`src/rtl/led_pkg.sv`:
```
// rtl/led_pkg.sv - shared mode codes, phase states and field widths for the LED arbiter
//
// Purpose: common definitions used by led_arbiter and its bench.
//   MODE_*  : per-requester display mode codes carried on the mode bus
//   phase_t : LED phase state of the pattern FSM
//   *_W     : field widths of the mode/count buses and of the tick counters
package led_pkg;

  localparam int MODE_W  = 2;
  localparam int COUNT_W = 4;
  localparam int CNT_W   = 16;

  localparam logic [MODE_W-1:0] MODE_OFF   = 2'd0;
  localparam logic [MODE_W-1:0] MODE_ON    = 2'd1;
  localparam logic [MODE_W-1:0] MODE_BLINK = 2'd2;
  localparam logic [MODE_W-1:0] MODE_CODE  = 2'd3;

  typedef enum logic [1:0] {
    IDLE   = 2'd0,
    ON_PH  = 2'd1,
    OFF_PH = 2'd2,
    GAP    = 2'd3
  } phase_t;

endpackage

```
`src/rtl/led_tick_gen.sv`:
```
// rtl/led_tick_gen.sv - prescaler emitting a one-cycle tick every DIV clocks
//
// Purpose: pattern time base. Restarting aligns the first tick DIV cycles
// after the restart, so phase durations are exact multiples of DIV.
// Ports:
//   clk     in  system clock
//   rst_n   in  asynchronous active-low reset
//   restart in  synchronous restart; counter is zero on the next cycle
//   tick    out high for one cycle when the counter reaches DIV-1
module led_tick_gen #(
  parameter int DIV = 16000
) (
  input  logic clk,
  input  logic rst_n,
  input  logic restart,
  output logic tick
);

  localparam int            PW   = (DIV > 1) ? $clog2(DIV) : 1;
  localparam logic [PW-1:0] LAST = PW'(DIV - 1);

  logic [PW-1:0] cnt;

  always_ff @(posedge clk or negedge rst_n) begin
    if (!rst_n) begin
      cnt <= '0;
    end else if (restart || (cnt == LAST)) begin
      cnt <= '0;
    end else begin
      cnt <= cnt + PW'(1);
    end
  end

  assign tick = (cnt == LAST);

endmodule

```
`src/rtl/led_arbiter.sv`:
```
// rtl/led_arbiter.sv - fixed-priority LED sharing with minimum dwell and blink patterns
//
// Purpose: picks one requester to own the user LED and drives its pattern
// (OFF, ON, BLINK, CODE pulse trains). Idle keeps the LED solid on.
// Ports:
//   CLK    in  system clock
//   RST_N  in  asynchronous active-low reset
//   req    in  [N_REQ]   level request per requester, index 0 highest priority
//   mode   in  [2*N_REQ] per-requester mode (OFF/ON/BLINK/CODE)
//   count  in  [4*N_REQ] per-requester CODE pulse count, 0 behaves as 1
//   grant  out [N_REQ]   one-hot owner, zero when idle (registered)
//   busy   out           OR of grant (registered)
//   LED    out           LED drive (registered)
module led_arbiter
  import led_pkg::*;
#(
  parameter int CLK_HZ   = 16000000,
  parameter int TICK_HZ  = 1000,
  parameter int N_REQ    = 4,
  parameter int MIN_HOLD = 500,
  parameter int SLOW_T   = 500,
  parameter int CODE_ON  = 200,
  parameter int CODE_OFF = 200,
  parameter int CODE_GAP = 1000
) (
  input  logic                       CLK,
  input  logic                       RST_N,
  input  logic [N_REQ-1:0]           req,
  input  logic [MODE_W*N_REQ-1:0]    mode,
  input  logic [COUNT_W*N_REQ-1:0]   count,
  output logic [N_REQ-1:0]           grant,
  output logic                       busy,
  output logic                       LED
);

  localparam int TICK_SAFE = (TICK_HZ > 0) ? TICK_HZ : 1;
  localparam int DIV       = CLK_HZ / TICK_SAFE;

  localparam logic [CNT_W-1:0] HOLD_L = CNT_W'(MIN_HOLD);
  localparam logic [CNT_W-1:0] SLOW_L = CNT_W'(SLOW_T);
  localparam logic [CNT_W-1:0] ON_L   = CNT_W'(CODE_ON);
  localparam logic [CNT_W-1:0] OFF_L  = CNT_W'(CODE_OFF);
  localparam logic [CNT_W-1:0] GAP_L  = CNT_W'(CODE_GAP);

  if ((TICK_HZ <= 0) || (CLK_HZ < TICK_SAFE) || ((CLK_HZ % TICK_SAFE) != 0) ||
      (N_REQ < 1) || (MIN_HOLD <= 0) || (SLOW_T <= 0) || (CODE_ON <= 0) ||
      (CODE_OFF <= 0) || (CODE_GAP <= 0) || (MIN_HOLD > 65535) || (SLOW_T > 65535) ||
      (CODE_ON > 65535) || (CODE_OFF > 65535) || (CODE_GAP > 65535)) begin : g_param_error
    $error("led_arbiter: CLK_HZ/TICK_HZ must be an exact integer and time parameters nonzero");
  end

  // Registered state
  phase_t             phase_q;
  logic [CNT_W-1:0]   ph_cnt_q;
  logic [CNT_W-1:0]   hold_q;
  logic [COUNT_W-1:0] pulse_q;
  logic [MODE_W-1:0]  mode_q;
  logic [COUNT_W-1:0] count_q;

  // Next-state
  phase_t             phase_d;
  logic [CNT_W-1:0]   ph_cnt_d;
  logic [CNT_W-1:0]   hold_d;
  logic [COUNT_W-1:0] pulse_d;
  logic [MODE_W-1:0]  mode_d;
  logic [COUNT_W-1:0] count_d;
  logic [N_REQ-1:0]   grant_d;

  logic [N_REQ-1:0]   win_oh;
  logic [MODE_W-1:0]  win_mode;
  logic [COUNT_W-1:0] win_count;
  logic [CNT_W-1:0]   limit;
  logic [COUNT_W-1:0] last_pulse;
  logic               any_req;
  logic               owner_live;
  logic               lower_req;
  logic               hold_done;
  logic               take;
  logic               new_grant;
  logic               tick;

  led_tick_gen #(
    .DIV(DIV)
  ) u_tick (
    .clk    (CLK),
    .rst_n  (RST_N),
    .restart(new_grant),
    .tick   (tick)
  );

  // Lowest asserted index wins; scanning downward leaves the lowest one last.
  always_comb begin
    win_oh    = '0;
    win_mode  = MODE_OFF;
    win_count = '0;
    for (int i = N_REQ - 1; i >= 0; i--) begin
      if (req[i]) begin
        win_oh    = N_REQ'(1) << i;
        win_mode  = MODE_W'(mode >> (MODE_W * i));
        win_count = COUNT_W'(count >> (COUNT_W * i));
      end
    end
  end

  assign any_req    = |req;
  assign owner_live = |(grant & req);
  // grant-1 of a one-hot owner masks exactly the higher-priority indices.
  assign lower_req  = |(req & (grant - N_REQ'(1)));
  assign hold_done  = (hold_q >= HOLD_L);
  assign take       = any_req && ((grant == '0) || !owner_live || (lower_req && hold_done));
  assign last_pulse = (count_q == '0) ? '0 : (count_q - COUNT_W'(1));

  always_comb begin
    grant_d   = grant;
    phase_d   = phase_q;
    ph_cnt_d  = ph_cnt_q;
    hold_d    = hold_q;
    pulse_d   = pulse_q;
    mode_d    = mode_q;
    count_d   = count_q;
    new_grant = 1'b0;
    limit     = '0;

    // A zero limit means the phase never ends (steady ON or OFF modes).
    case (phase_q)
      ON_PH:   limit = (mode_q == MODE_BLINK) ? SLOW_L : ((mode_q == MODE_CODE) ? ON_L : '0);
      OFF_PH:  limit = (mode_q == MODE_BLINK) ? SLOW_L : ((mode_q == MODE_CODE) ? OFF_L : '0);
      GAP:     limit = GAP_L;
      default: limit = '0;
    endcase

    if ((grant != '0) && !owner_live && !any_req) begin
      grant_d  = '0;
      phase_d  = IDLE;
      ph_cnt_d = '0;
      hold_d   = '0;
      pulse_d  = '0;
    end else if (take) begin
      new_grant = 1'b1;
      grant_d   = win_oh;
      mode_d    = win_mode;
      count_d   = win_count;
      ph_cnt_d  = '0;
      hold_d    = '0;
      pulse_d   = '0;
      phase_d   = (win_mode == MODE_OFF) ? OFF_PH : ON_PH;
    end else if ((phase_q != IDLE) && tick) begin
      if (hold_q != '1) hold_d = hold_q + CNT_W'(1);
      if ((limit != '0) && (ph_cnt_q == (limit - CNT_W'(1)))) begin
        ph_cnt_d = '0;
        case (phase_q)
          ON_PH: phase_d = OFF_PH;
          OFF_PH: begin
            if ((mode_q == MODE_CODE) && (pulse_q == last_pulse)) begin
              phase_d = GAP;
              pulse_d = '0;
            end else begin
              phase_d = ON_PH;
              if (mode_q == MODE_CODE) pulse_d = pulse_q + COUNT_W'(1);
            end
          end
          GAP: begin
            phase_d = ON_PH;
            pulse_d = '0;
          end
          default: phase_d = IDLE;
        endcase
      end else if (ph_cnt_q != '1) begin
        ph_cnt_d = ph_cnt_q + CNT_W'(1);
      end
    end
  end

  always_ff @(posedge CLK or negedge RST_N) begin
    if (!RST_N) begin
      phase_q  <= IDLE;
      ph_cnt_q <= '0;
      hold_q   <= '0;
      pulse_q  <= '0;
      mode_q   <= MODE_OFF;
      count_q  <= '0;
      grant    <= '0;
      busy     <= 1'b0;
      LED      <= 1'b1;
    end else begin
      phase_q  <= phase_d;
      ph_cnt_q <= ph_cnt_d;
      hold_q   <= hold_d;
      pulse_q  <= pulse_d;
      mode_q   <= mode_d;
      count_q  <= count_d;
      grant    <= grant_d;
      busy     <= |grant_d;
      LED      <= (phase_d == IDLE) || (phase_d == ON_PH);
    end
  end

endmodule

```
`config.mk`:
```
export PLATFORM = sky130hd
export DESIGN_NAME = led_arbiter
export DESIGN_NICKNAME = d
export VERILOG_FILES = /design/src/rtl/led_pkg.sv /design/src/rtl/led_tick_gen.sv /design/src/rtl/led_arbiter.sv
export SDC_FILE = /design/constraint.sdc
export NUM_CORES = 1
export LEC_CHECK = 0
export BUFFER_PORTS_ARGS = -buffer_cell sky130_fd_sc_hd__buf_2
export CAP_MARGIN = 20
export CORE_AREA = 2 2 77 109
export CTS_CLUSTER_SIZE = 25
export DETAILED_ROUTE_END_ITERATION = 10
export DIE_AREA = 0 0 79 111
export GPL_TIMING_DRIVEN = 1
export MAX_ROUTING_LAYER = met4
export PLACE_DENSITY = 0.73
export SYNTH_ARGS = -nofsm -noshare
export SYNTH_HDL_FRONTEND = slang
export SYNTH_SLANG_ARGS = --single-unit
```
`constraint.sdc`:
```
create_clock -name CLK -period 3.9 [get_ports CLK]
set_clock_uncertainty 0.15 [all_clocks]
set_input_delay 0.78 -clock CLK [delete_from_list [all_inputs] [get_ports CLK]]
set_output_delay 0.78 -clock CLK [all_outputs]
set_load 0.005 [all_outputs]
```
# == Word-level counts from Yosys, hierarchy flattened ==
# Index checks and enable logic that the tools add are counted.
# totals
inputBits,30
output_inout_bits,6
wordCells,111
register_bits,64
# op_classes
n_lt_le_gt_ge,1
n_reduce_logical,34
n_eq_ne,12
bitwise_logic,3
n_mux,44
add_sub_neg,7
# op_table
operator,count
16-bit two-way mux,9
4-bit two-way mux,17
"16-bit by 1-bit adder with 16-bit output, second input constant",2
"16-bit inequality test, second input constant",2
2-bit two-way mux,10
10-bit case mux with 2 select lines,1
16-bit == test,1
"16-bit by 9-bit greater-or-equal comparator with 1-bit output, second input constant",1
16-bit nonzero test,1
4-bit OR reduction,4
"16-bit by 1-bit subtractor with 16-bit output, second input constant",1
"14-bit by 1-bit adder with 14-bit output, second input constant",1
"14-bit == test, second input constant",1
14-bit two-way mux,1
4-bit nonzero test,3
9-bit two-way mux,1
3-bit nonzero test,3
4-bit bitwise AND,2
"2-bit == test, second input constant",4
4-bit logical NOT,2
8-bit two-way mux,1
4-bit case mux with 2 select lines,1
"4-bit by 1-bit subtractor with 4-bit output, second input constant",2
1-bit logical AND,7
14 further kinds,23

# == Depth between registers and ports, before layout ==
# Gate-level depths: netlist of the first run.
# logic_depth
ltp_word,13
ltp_mapped,13
mapped_depth_nobuf,12

# == By module ==
# A second synthesis of the first run with hierarchy kept.
# unflattened
hier_cells,467
area_unflattened_um2,4060.1
# by_module_without_submodules
mod,area_per_inst_um2,seq_area_each_um2,cells_each,instances
led_arbiter,3369.5,1252.5,397,1
led_tick_gen,690.7,350.3,70,1

# == Least setup slack after synthesis of the first run ==
# No wires, ideal clock.
# synth_path
path_type,register -> register
startpoint,register phase_q[1]
endpoint,register phase_q[0]
setup_ps,131
t_required_ps,3619
arrival_time_ps,3006
stages_incl_launch_ff,11
setup_slack_ps,613
n_path_buf,0
period_less_slack_ps,3287
cell_sequence,dfrtp_1 -> inv_1 -> ha_1 -> a31oi_1 -> or2_2 -> ha_1 -> and3_1 -> or4_4 -> a2111oi_4 -> a211oi_1 -> or3_1
# synth_via
elab_chain_cells,10
word_cells_on_any_way,16
classes_between,add/sub (1); eq/ne (4); mux (6); reduce/logical (5)
# synth_lines
element,line,source
from (decl),led_arbiter.sv:53,phase_t phase_q;
from (signal assigned),led_arbiter.sv:186,phase_q <= phase_d;
2-bit == test / 2-bit by 1-bit == test with 1-bit output (equally long branches),"led_arbiter.sv:125, led_arbiter.sv:151",
2-bit OR reduction (no line),-,
10-bit case mux with 2 select lines,led_arbiter.sv:125,case (phase_q)
16-bit by 1-bit subtractor with 16-bit output,led_arbiter.sv:149,if ((limit != '0) && (ph_cnt_q == (limit - CNT_W'(1)))) begin
16-bit == test,led_arbiter.sv:149,
1-bit logical AND,led_arbiter.sv:149,
2-bit two-way mux,led_arbiter.sv:149,
2-bit two-way mux *,led_arbiter.sv:147,end else if ((phase_q != IDLE) && tick) begin
2-bit two-way mux *,led_arbiter.sv:138,end else if (take) begin
2-bit two-way mux *,led_arbiter.sv:132,if ((grant != '0) && !owner_live && !any_req) begin
via phase_d[0],led_arbiter.sv:61,phase_t phase_d;
# The timed path passes the listed nets; every way through them passes the cells marked *.
# A chain may end at the register's enable or synchronous reset.

# == Worst setup path in the final report of the first run ==
# Ends and elaborated chain as after synthesis.

==> results of run 1 <==
registers in the layout, indices dropped and copies added, names as in the netlist:
signal	flops
pulse_q	4
u_tick.cnt	14
LED	1
ph_cnt_q	16
grant	4
phase_q	2
hold_q	16
mode_q	2
busy	1
count_q	4
cell usage after synthesis (all sizes together), types with 8 or more instances:
cell type	instances	share of area [%]
nand4	14	2.1
buf	8	0.99
ha	12	3.6
o21ai	18	2.2
xor2	15	3.1
nand2	23	2.1
nor2	56	5.0
clkbuf	12	1.1
and3	9	1.3
and4	12	2.5
dfrtp	63	38
xnor2	16	3.4
a21oi	28	3.4
or3	8	1.2
nand3	15	1.8
or4	10	1.9
inv	24	2.2
o31ai	9	1.6
cell type report:
type                       instances  area, um2
inverter                          24       90.1
clock inverter                     7        144
clock buffer                       9        225
multi-input combinational        361       2400
tap                              102        128
fill                             694       3070
sequential                        64       1600
timing repair buffer              45        250
repair_timing:
| action | in CTS | in global routing |
|---|---|---|
| endpoints found under the setup margin | 0 | 4 |
| resized for setup | 0 | 1 |
| endpoints found under the hold margin | 0 | 0 |
| setup buffers | 0 | 1 |
metal layers:
metal	share of wire (%)	global-route usage [%]	up-vias
li1	-	-	1819
met1	42	30.5	1847
met2	53	41.6	52
met3	2.8	4.15	19
met4	2.7	11.8	0
met5	0	-	-
cells in the final DEF (no fill, tap or decap), types with 4 or more instances in the layout:
| cell | count |
|---|---|
| nand2_1 | 23 |
| nand4_1 | 14 |
| or3_1 | 8 |
| buf_4 | 9 |
| dfrtp_1 | 63 |
| and4_1 | 11 |
| ha_1 | 12 |
| a221oi_1 | 5 |
| bufinv_16 | 4 |
| a22oi_1 | 6 |
| a21oi_1 | 28 |
| a211oi_1 | 5 |
| o211ai_1 | 6 |
| xnor2_1 | 16 |
| nor2_1 | 56 |
| nand2b_1 | 7 |
| and2_1 | 6 |
| o21ai_0 | 17 |
| o211a_1 | 4 |
| a31oi_1 | 4 |
| nor2b_1 | 7 |
| inv_1 | 24 |
| nor3_1 | 7 |
| or4_1 | 9 |
| clkbuf_16 | 9 |
| nand3_1 | 15 |
| nor4_1 | 5 |
| buf_2 | 35 |
| o31ai_1 | 9 |
| and3_1 | 9 |
| xor2_1 | 15 |
how the worst max path moves through the flow:
stage                          from  cells after the start                 endpoint
3_3_place_gp   phase_q[1]$_DFF_PN0_                     11     phase_q[0]$_DFF_PN0_
5_1_grt        phase_q[1]$_DFF_PN0_                     11     phase_q[0]$_DFF_PN0_
3_5_place_dp   phase_q[1]$_DFF_PN0_                     11  ph_cnt_q[3]$_DFFE_PN0P_
6_report       phase_q[1]$_DFF_PN0_                     11     phase_q[0]$_DFF_PN0_
4_1_cts        phase_q[1]$_DFF_PN0_                     11  ph_cnt_q[3]$_DFFE_PN0P_
2_1_floorplan  phase_q[1]$_DFF_PN0_                     10     phase_q[0]$_DFF_PN0_
cells by family after synthesis:
logic type	Yosys count	share of synthesized area [%]
buf+inv	44	4.22
simple gates	194	25.7
xor+xnor	31	6.50
fa+ha+maj	12	3.59
compound gates	122	21.1
mux	2	0.479
flops	64	38.4
power by group through the flow:
stage | logic [mW] | clock network (mW) | registers, mW
after floorplan | 0.867 | 0 | 0.851
after global placement | 1.12 | 0 | 0.883
after detailed placement | 1.15 | 0 | 0.890
after CTS | 1.16 | 1.01 | 0.879
after global routing | 1.31 | 1.05 | 0.897
final | 1.18 | 1.01 | 0.881
==> results.md, run 1 <==
- Status: finished clean
- P_sw: 1.18 mW
- Initial antenna violation count: 0
- R2r setup slk: 0.26 ns
- Final #Nets: 547
- Hold Buf Count CTS: 0
- TNS Setup: 0 ns
- Hold slack: 0.135 ns
- CP Capture Type: flop
- DPL Wire Length: 7.32 mm
- Worst-Skew Late Latency: 0.34 ns
- Grt ovf: 0
- CP dominant cell by count: ha_1
- R2R Path Start: phase_q[1]$_DFF_PN0_
- Ports: 36
- Worst setup SP type: flop
- Sw frac: 38.4%
- PD cells: 634 nW/um2
- Post-synth top flop: dfrtp_1
- Slowest CP cell: a2111oi_4
- RSZ-0062 raised after global routing: false
- Max-capacitance violation count: 0
- Power share of the combinational group: 38.5%
- Placed Cells incl. Taps: 594
- Pin count of the biggest net entering global routing: 57
- H-tree depth: 3
- Synth-to-layout area growth: 15.8%
- First-pass GRT wire length: 17.2 mm
- Pre-CTS WS: 0.247 ns
- Max-slew violations: 0
- CP top delay family: compound AO/OA/AOI/OAI gates
- Initial Util: 52.8%
- Hold Crit Class: in -> async
- Critical path class: reg -> reg
- Max IR drop VDD: 0.481 mV
- Final Cycle Share: 93.3%
- Tot Pwr: 3.07 mW
- Initial detailed-routing violation count: 237
- Die width: 79 um
- Reg2reg path depth: 11
- Average size of a mapped cell: 8.91 um2
- WL final: 10.1 mm
- DRT Pass-1 Iters: 4
- Final non-filler cell area: 4840 um2
- PortBufs: 35
- Worst EP arrival: 3.71 ns
- Library cells used by synthesis: 67
- Area of the mapped netlist: 4180 um2
- Die area: 8770 um2
- Min Clock Period, post-route: 3.64 ns
- Lkg Pwr: 2.07 nW
- Clk pwr share: 32.8%
- Bufs on Longest Clock Path: 2
- Cell Chain, Critical Path: inv_1 -> ha_1 -> a31oi_1 -> or2_2 -> ha_1 -> nor2b_1 -> a221oi_1 -> a41oi_1 -> a2111oi_4 -> a211oi_1 -> or3_1
- Setup Viol. Count Final: 0
- Pint: 1.89 mW
- Clock transition at path regs: 0.06 ns
- Worst slew pin tran: 1.01 ns
- Ant diodes: 0
- GRT Resource Usage Total: 25.5%
- Crit-path max cell delay: 0.58 ns
- DIE HEIGHT: 111 um
- Post-synth EDFFs: 0
- Vias/cell: 6.11
- Syn Inst Count: 469
- Placer Congestion: 0.890
- Fraction of layout cells with a size suffix above 1: 13.7%
- ANT nets after route: 0
- Vias in the first global route: 3730
- Req. time, crit path: 3.97 ns
- Finished Core Util: 61.2%
- Crit-path max FO: 10
- # DRC: 0
- R2R Path End: phase_q[0]$_DFF_PN0_
- Yosys reg bits: 64
- Max Fclk: 275 MHz
- Worst setup margin: 0.261 ns
- Yosys warning count: 0
- Syn Nets: 511
- Synth async-reset ratio: 100%
- Final number of hold-violating endpoints: 0
- WL/cell: 16.6 um
- Cts bufs inserted: 9
- CP bufs+invs: 1
- CTS tree: built
- Sequential area share after synthesis: 38.4%
- Dpl cell area: 4450 um2
- Core Area: 7910 um2
- Clock Tree Root: clkbuf_16
- Max_slew headroom: 32.4%
- Via count: 3737
- TritonCTS sink count: 64
- # rows: 39
- Post-route insts no fill: 612
- Sequential share of power: 28.7%
Note: power is estimated with default switching activity, not from simulation.
==> run 2: changes to the inputs <==
- CELL_PAD_IN_SITES_DETAIL_PLACEMENT: default -> 2
- CELL_PAD_IN_SITES_GLOBAL_PLACEMENT: default -> 2
- CORE_AREA: 2 2 77 109 -> 2 2 93 131
- DIE_AREA: 0 0 79 111 -> 0 0 95 133
- PLACE_DENSITY: 0.73 -> default
- PLACE_DENSITY_LB_ADDON: default -> 0.1
==> results.md, run 2 (same netlist as run 1, synthesis figures left out) <==
- DIE HEIGHT: 133 um (+20%)
- Pre-CTS WS: 0.166 ns (-0.0809 ns)
- PortBufs: 35 (unchanged)
- Synth-to-layout area growth: 15.3%
- Lkg Pwr: 2.03 nW (-1.9%)
- Slowest CP cell: a2111oi_4
- ANT nets after route: 0 (unchanged)
- Die width: 95 um (+20%)
- Min Clock Period, post-route: 3.61 ns (-0.0315 ns)
- Critical path class: reg -> reg
- Max-capacitance violation count: 0 (unchanged)
- DRT Pass-1 Iters: 4 (unchanged)
- RSZ-0062 raised after global routing: false
- Final Cycle Share: 92.5% (-0.81 points)
- # DRC: 0 (unchanged)
- Vias/cell: 5.92 (-3.0%)
- CP bufs+invs: 2 (+1)
- # rows: 47 (+21%)
- Placer Congestion: 0.818 (-8.1%)
- Max_slew headroom: 42.8% (+10 points)
- Worst slew pin tran: 0.859 ns (-0.155 ns)
- Max IR drop VDD: 0.309 mV (-36%)
- CP top delay family: compound AO/OA/AOI/OAI gates
- Req. time, crit path: 3.96 ns (about the same)
- H-tree depth: 3 (unchanged)
- Max-slew violations: 0 (unchanged)
- WL final: 12.7 mm (+25%)
- Pin count of the biggest net entering global routing: 65 (+14%)
- TNS Setup: 0 ns (unchanged)
- Grt ovf: 0 (unchanged)
- Die area: 12600 um2 (+44%)
- Worst setup SP type: flop
- Final #Nets: 546 (-0.18%)
- Most common cell after layout, fill and taps aside: dfrtp_1
- Setup Viol. Count Final: 0 (unchanged)
- Via count: 3879 (+3.8%)
- Initial antenna violation count: 0 (unchanged)
- Post CTS Setup Buffer Count: 0 (unchanged)
- TritonCTS sink count: 64 (unchanged)
- Clock transition at path regs: 0.06 ns (about the same)
- Final number of hold-violating endpoints: 0 (unchanged)
- Crit-path max FO: 10 (unchanged)
- Register area: 1600 um2 (unchanged)
- Worst setup margin: 0.292 ns (+0.0315 ns)
- Most frequent cells in the layout: 63 x dfrtp_1, 56 x nor2_1, 35 x buf_2, 28 x a21oi_1, 24 x inv_1
- Worst-Skew Late Latency: 0.33 ns (about the same)
- CTS tree: built
- Worst EP arrival: 3.67 ns (-0.04 ns)
- Ports: 36 (unchanged)
- Core Area: 11600 um2 (+47%)
- Clock Tree Root: clkbuf_16
- WL/cell: 19.4 um (+17%)
- Initial detailed-routing violation count: 153 (-35%)
- Fill cell count: 1300 (+87%)
- Cts bufs inserted: 9 (unchanged)
- Hold Crit Class: reg -> reg
- Fraction of layout cells with a size suffix above 1: 13.4% (-0.34 points)
- PD cells: 611 nW/um2 (-3.7%)
- Status: finished clean
- First-pass GRT wire length: 21.2 mm (+23%)
- Initial Util: 36.1% (-17 points)
- GRT Resource Usage Total: 22.0% (-3.4 points)
- Tot Pwr: 2.94 mW (-4.2%)
- Cell Chain, Critical Path: inv_1 -> ha_1 -> buf_4 -> nand3b_4 -> ha_1 -> nor2b_1 -> a311o_1 -> o221ai_1 -> a2111oi_4 -> a211oi_1 -> or3_1
- Bufs on Longest Clock Path: 2 (unchanged)
- Crit-path max cell delay: 0.69 ns (+0.11 ns)
- Area of the multi-input gates: 2400 um2 (unchanged)
- CP Capture Type: flop
- Vias in the first global route: 4082 (+9.4%)
- Top flop regs: hold_q (16), ph_cnt_q (16), u_tick.cnt (14)
- CP dominant cell by count: ha_1
- Max Fclk: 277 MHz (+0.87%)
- DPL Wire Length: 9.39 mm (+28%)
- Ant diodes: 0 (unchanged)
==> run 2: changes by cell type in the layout (fill, tap and decap cells not counted), sizes merged <==
| cell | previous run | this run |
|---|---|---|
| clkinvlp | 2 | 3 |
| bufinv | 4 | 1 |
==> run 2: routing by layer <==
metal / up-vias / global-route usage [%] / routed length [um]
li1: 1812 / - / -
met3: 20 / 2.62 / 266
met2: 44 / 38.3 / 6890
met5: - / - / 0
met1: 2003 / 25.3 / 5260
met4: 0 / 9.02 / 289
==> run 2: report_power, final <==
group / internal [mW] / total, mW / switching [mW] / leakage, nW
clock network: 0.507 / 0.820 / 0.313 / 0.137
registers: 0.758 / 0.888 / 0.130 / 0.863
logic: 0.455 / 1.23 / 0.777 / 1.03
==> run 2: final cells by class <==
cell class | instances | share of cell area, %
Inverter | 24 | 1.87
Multi-Input combinational cell | 361 | 49.8
Tap cell | 147 | 3.82
Timing Repair Buffer | 44 | 5.04
Clock inverter | 5 | 1.20
Clock buffer | 10 | 4.96
Sequential cell | 64 | 33.3
==> run 2: path summary, 6_finish.rpt <==
kind                                                 end  slack (ns)  depth (start not counted)                    start
worst max-delay path                phase_q[0]$_DFF_PN0_        0.29                         11     phase_q[1]$_DFF_PN0_
worst min-delay path             u_tick.cnt[0]$_DFF_PN0_        0.36                          1  u_tick.cnt[0]$_DFF_PN0_
worst max register to register      phase_q[0]$_DFF_PN0_        0.29                         11     phase_q[1]$_DFF_PN0_
worst min register to register   u_tick.cnt[0]$_DFF_PN0_        0.36                          1  u_tick.cnt[0]$_DFF_PN0_
max in group asynchronous           phase_q[1]$_DFF_PN0_        2.54                          2                    RST_N
min in group asynchronous       u_tick.cnt[11]$_DFF_PN0_        0.50                          2                    RST_N
==> run 2: repair_timing <==
item                                    in CTS  in global routing
gates resized for setup                      0                  1
hold buffers                                 0                  0
endpoints found under the setup margin       0                  2
==> run 2: worst register-to-register path, cell delays in order (launching register included) <==
cell,delay (ns)
dfrtp_1,0.45
inv_1,0.11
ha_1,0.30
buf_4,0.17
nand3b_4,0.13
ha_1,0.32
nor2b_1,0.19
a311o_1,0.19
o221ai_1,0.22
a2111oi_4,0.69
a211oi_1,0.18
or3_1,0.39
==> run 2: stage by stage <==
step / hold WS [ns] / utilization [%] / cells / instance area, um2
5_1_grt: 0.419 / 41.6 / 655 / 4820
2_1_floorplan: 0.319 / - / 469 / 4180
6_report: 0.364 / 41.6 / 655 / 4820
4_1_cts: 0.370 / 41.6 / 655 / 4810
3_3_place_gp: 0.348 / 39.0 / 640 / 4520
3_5_place_dp: 0.363 / 39.0 / 640 / 4520
==> run 3: changes to the inputs <==
- CORE_AREA: 2 2 93 131 -> 2 2 91 128
- CTS_BUF_LIST: default -> sky130_fd_sc_hd__clkbuf_4
- DIE_AREA: 0 0 95 133 -> 0 0 93 130
==> results.md, run 3 (same netlist as run 1, synthesis figures left out) <==
- Status: finished clean
- Core Area: 11100 um2 (-4.6%)
- Worst setup SP type: flop
- Die area: 12100 um2 (-4.3%)
- Power share of the combinational group: 49.4% (+7.5 points)
- Pin count of the biggest net entering global routing: 65 (unchanged)
- Slowest CP cell: a2111oi_0
- CP bufs+invs: 1 (-1)
- Clock transition at path regs: 0.11 ns (+0.05 ns)
- Most frequent cells in the layout: 63 x dfrtp_1, 56 x nor2_1, 35 x buf_2, 28 x a21oi_1, 24 x inv_1
- Vias in the first global route: 4249 (+4.1%)
- Vias/cell: 5.85 (-1.2%)
- WL final: 12.9 mm (+1.4%)
- Via count: 3839 (-1.0%)
- Setup Viol. Count Final: 0 (unchanged)
- Final Cycle Share: 93.4% (+0.92 points)
- RSZ-0062 raised after global routing: false
- CTS tree: built
- Hold Crit Class: in -> async
- Ports: 36 (unchanged)
- Initial Util: 37.8% (+1.7 points)
- Clock Tree Root: clkbuf_4
- H-tree depth: 3 (unchanged)
- GRT Resource Usage Total: 23.2% (+1.2 points)
- Worst slew pin tran: 0.897 ns (+0.0388 ns)
- Max-capacitance violation count: 0 (unchanged)
- PortBufs: 35 (unchanged)
- TritonCTS sink count: 64 (unchanged)
- Lkg Pwr: 1.96 nW (-3.4%)
- Synth-to-layout area growth: 11.1%
- Crit-path max FO: 9 (-1)
- CP Capture Type: flop
- Worst-Skew Late Latency: 0.44 ns (+0.11 ns)
- Critical path class: reg -> reg
- Initial detailed-routing violation count: 123 (-20%)
- Post CTS Setup Buffer Count: 0 (unchanged)
- Crit-path max cell delay: 0.68 ns (about the same)
- Max-slew violations: 0 (unchanged)
- Grt ovf: 0 (unchanged)
- Max_slew headroom: 40.2% (-2.6 points)
- Clk pwr share: 15.6% (-12 points)
- Final number of hold-violating endpoints: 0 (unchanged)
- Req. time, crit path: 4.08 ns (+0.12 ns)
- Pre-CTS WS: 0.284 ns (+0.118 ns)
- Cell Chain, Critical Path: inv_1 -> ha_1 -> a31oi_1 -> or2_2 -> ha_1 -> nor2b_1 -> a221oi_1 -> a41oi_1 -> a2111oi_0 -> a2111oi_0 -> a211o_1
- Pint: 1.35 mW (-21%)
- Fraction of layout cells with a size suffix above 1: 13.5% (+0.12 points)
- Worst EP arrival: 3.82 ns (+0.15 ns)
- Worst setup margin: 0.256 ns (-0.0357 ns)
- Post-cts sizing count: 0 (unchanged)
- Hold Buf Count CTS: 0 (unchanged)
- DPL Wire Length: 9.88 mm (+5.2%)
- Most common cell after layout, fill and taps aside: dfrtp_1
- Sequential share of power: 34.9% (+4.7 points)
- WL/cell: 19.7 um (+1.3%)
- # DRC: 0 (unchanged)
- TNS Setup: 0 ns (unchanged)
- Initial antenna violation count: 1 (+1)
- Max Fclk: 274 MHz (-0.98%)
- Min Clock Period, post-route: 3.64 ns (+0.0357 ns)
- PD cells: 546 nW/um2 (-10%)
- # rows: 46 (-2.1%)
- Die width: 93 um (-2.1%)
- Bufs on Longest Clock Path: 2 (unchanged)
- Placer Congestion: 0.752 (-8.1%)
- Sw frac: 46.6% (+5.1 points)
- Cts bufs inserted: 9 (unchanged)
- DRT Pass-1 Iters: 4 (unchanged)
- Final #Nets: 548 (+0.37%)
- P_sw: 1.18 mW (-3.0%)
- Top flop regs: hold_q (16), ph_cnt_q (16), u_tick.cnt (14)
- CP top delay family: compound AO/OA/AOI/OAI gates
- ANT nets after route: 0 (unchanged)
- First-pass GRT wire length: 21.4 mm (+1.1%)
- DIE HEIGHT: 130 um (-2.3%)
- Max IR drop VDD: 0.290 mV (-6.3%)
- Dpl cell area: 4530 um2 (+0.25%)
- Final non-filler cell area: 4640 um2 (-3.6%)
run 3: cell types whose count changed in the layout (fill, tap and decap cells not counted), moves of 2 or more:
cell,previous run,this run
buf_4,9,11
clkbuf_16,9,0
clkbuf_4,0,10
clkinv_1,0,2
run 3: power groups by stage:
stage	sequential, mW	combinational [mW]	clock, mW
detailed placement	0.901	1.27	0
finish	0.887	1.25	0.396
global route	0.908	1.39	0.432
floorplan	0.851	0.867	0
global placement	0.893	1.21	0
CTS	0.888	1.27	0.414
run 3: worst register-to-register path, cell delays in order, from the launching register on:
cell	delay [ns]
dfrtp_1	0.45
inv_1	0.08
ha_1	0.30
a31oi_1	0.08
or2_2	0.30
ha_1	0.28
nor2b_1	0.21
a221oi_1	0.32
a41oi_1	0.14
a2111oi_0	0.68
a2111oi_0	0.24
a211o_1	0.32
run 3: layer usage:
layer / GRT usage, % / vias to the layer above / wire (um)
met3: 3.46 / 13 / 210
met1: 24.2 / 1981 / 4930
li1: - / 1814 / -
met2: 44.2 / 31 / 7530
met4: 7.53 / 0 / 223
met5: - / - / 0
run 3: cell type report:
type	count	area, um2
fillers	1292	6410
multi-input cells	361	2400
flip-flops and latches	64	1600
repair buffers	46	258
well taps	144	180
inverters	24	90.1
clock buffers	10	75.1
clock inverters	6	36.3
diodes	1	2.50
run 3: metrics by stage:
stage | std cells | total power [mW] | hold slack, ns | util, %
finish | 656 | 2.54 | 0.369 | 42.0
global route | 656 | 2.73 | 0.423 | 42.0
CTS | 655 | 2.57 | 0.398 | 42.0
detailed placement | 639 | 2.17 | 0.380 | 41.0
global placement | 639 | 2.10 | 0.346 | 41.0
floorplan | 469 | 1.72 | 0.319 | -
run 3: final timing paths:
path,cells past startpoint,start,slack [ns],endpoint
setup / recovery,11,phase_q[1]$_DFF_PN0_,0.26,ph_cnt_q[3]$_DFFE_PN0P_
hold / removal,2,RST_N,0.37,u_tick.cnt[11]$_DFF_PN0_
setup reg to reg,11,phase_q[1]$_DFF_PN0_,0.26,ph_cnt_q[3]$_DFFE_PN0P_
hold reg to reg,1,u_tick.cnt[0]$_DFF_PN0_,0.39,u_tick.cnt[0]$_DFF_PN0_
max in group asynchronous,2,RST_N,2.63,ph_cnt_q[8]$_DFFE_PN0P_
min in group CLK,1,u_tick.cnt[0]$_DFF_PN0_,0.39,u_tick.cnt[0]$_DFF_PN0_
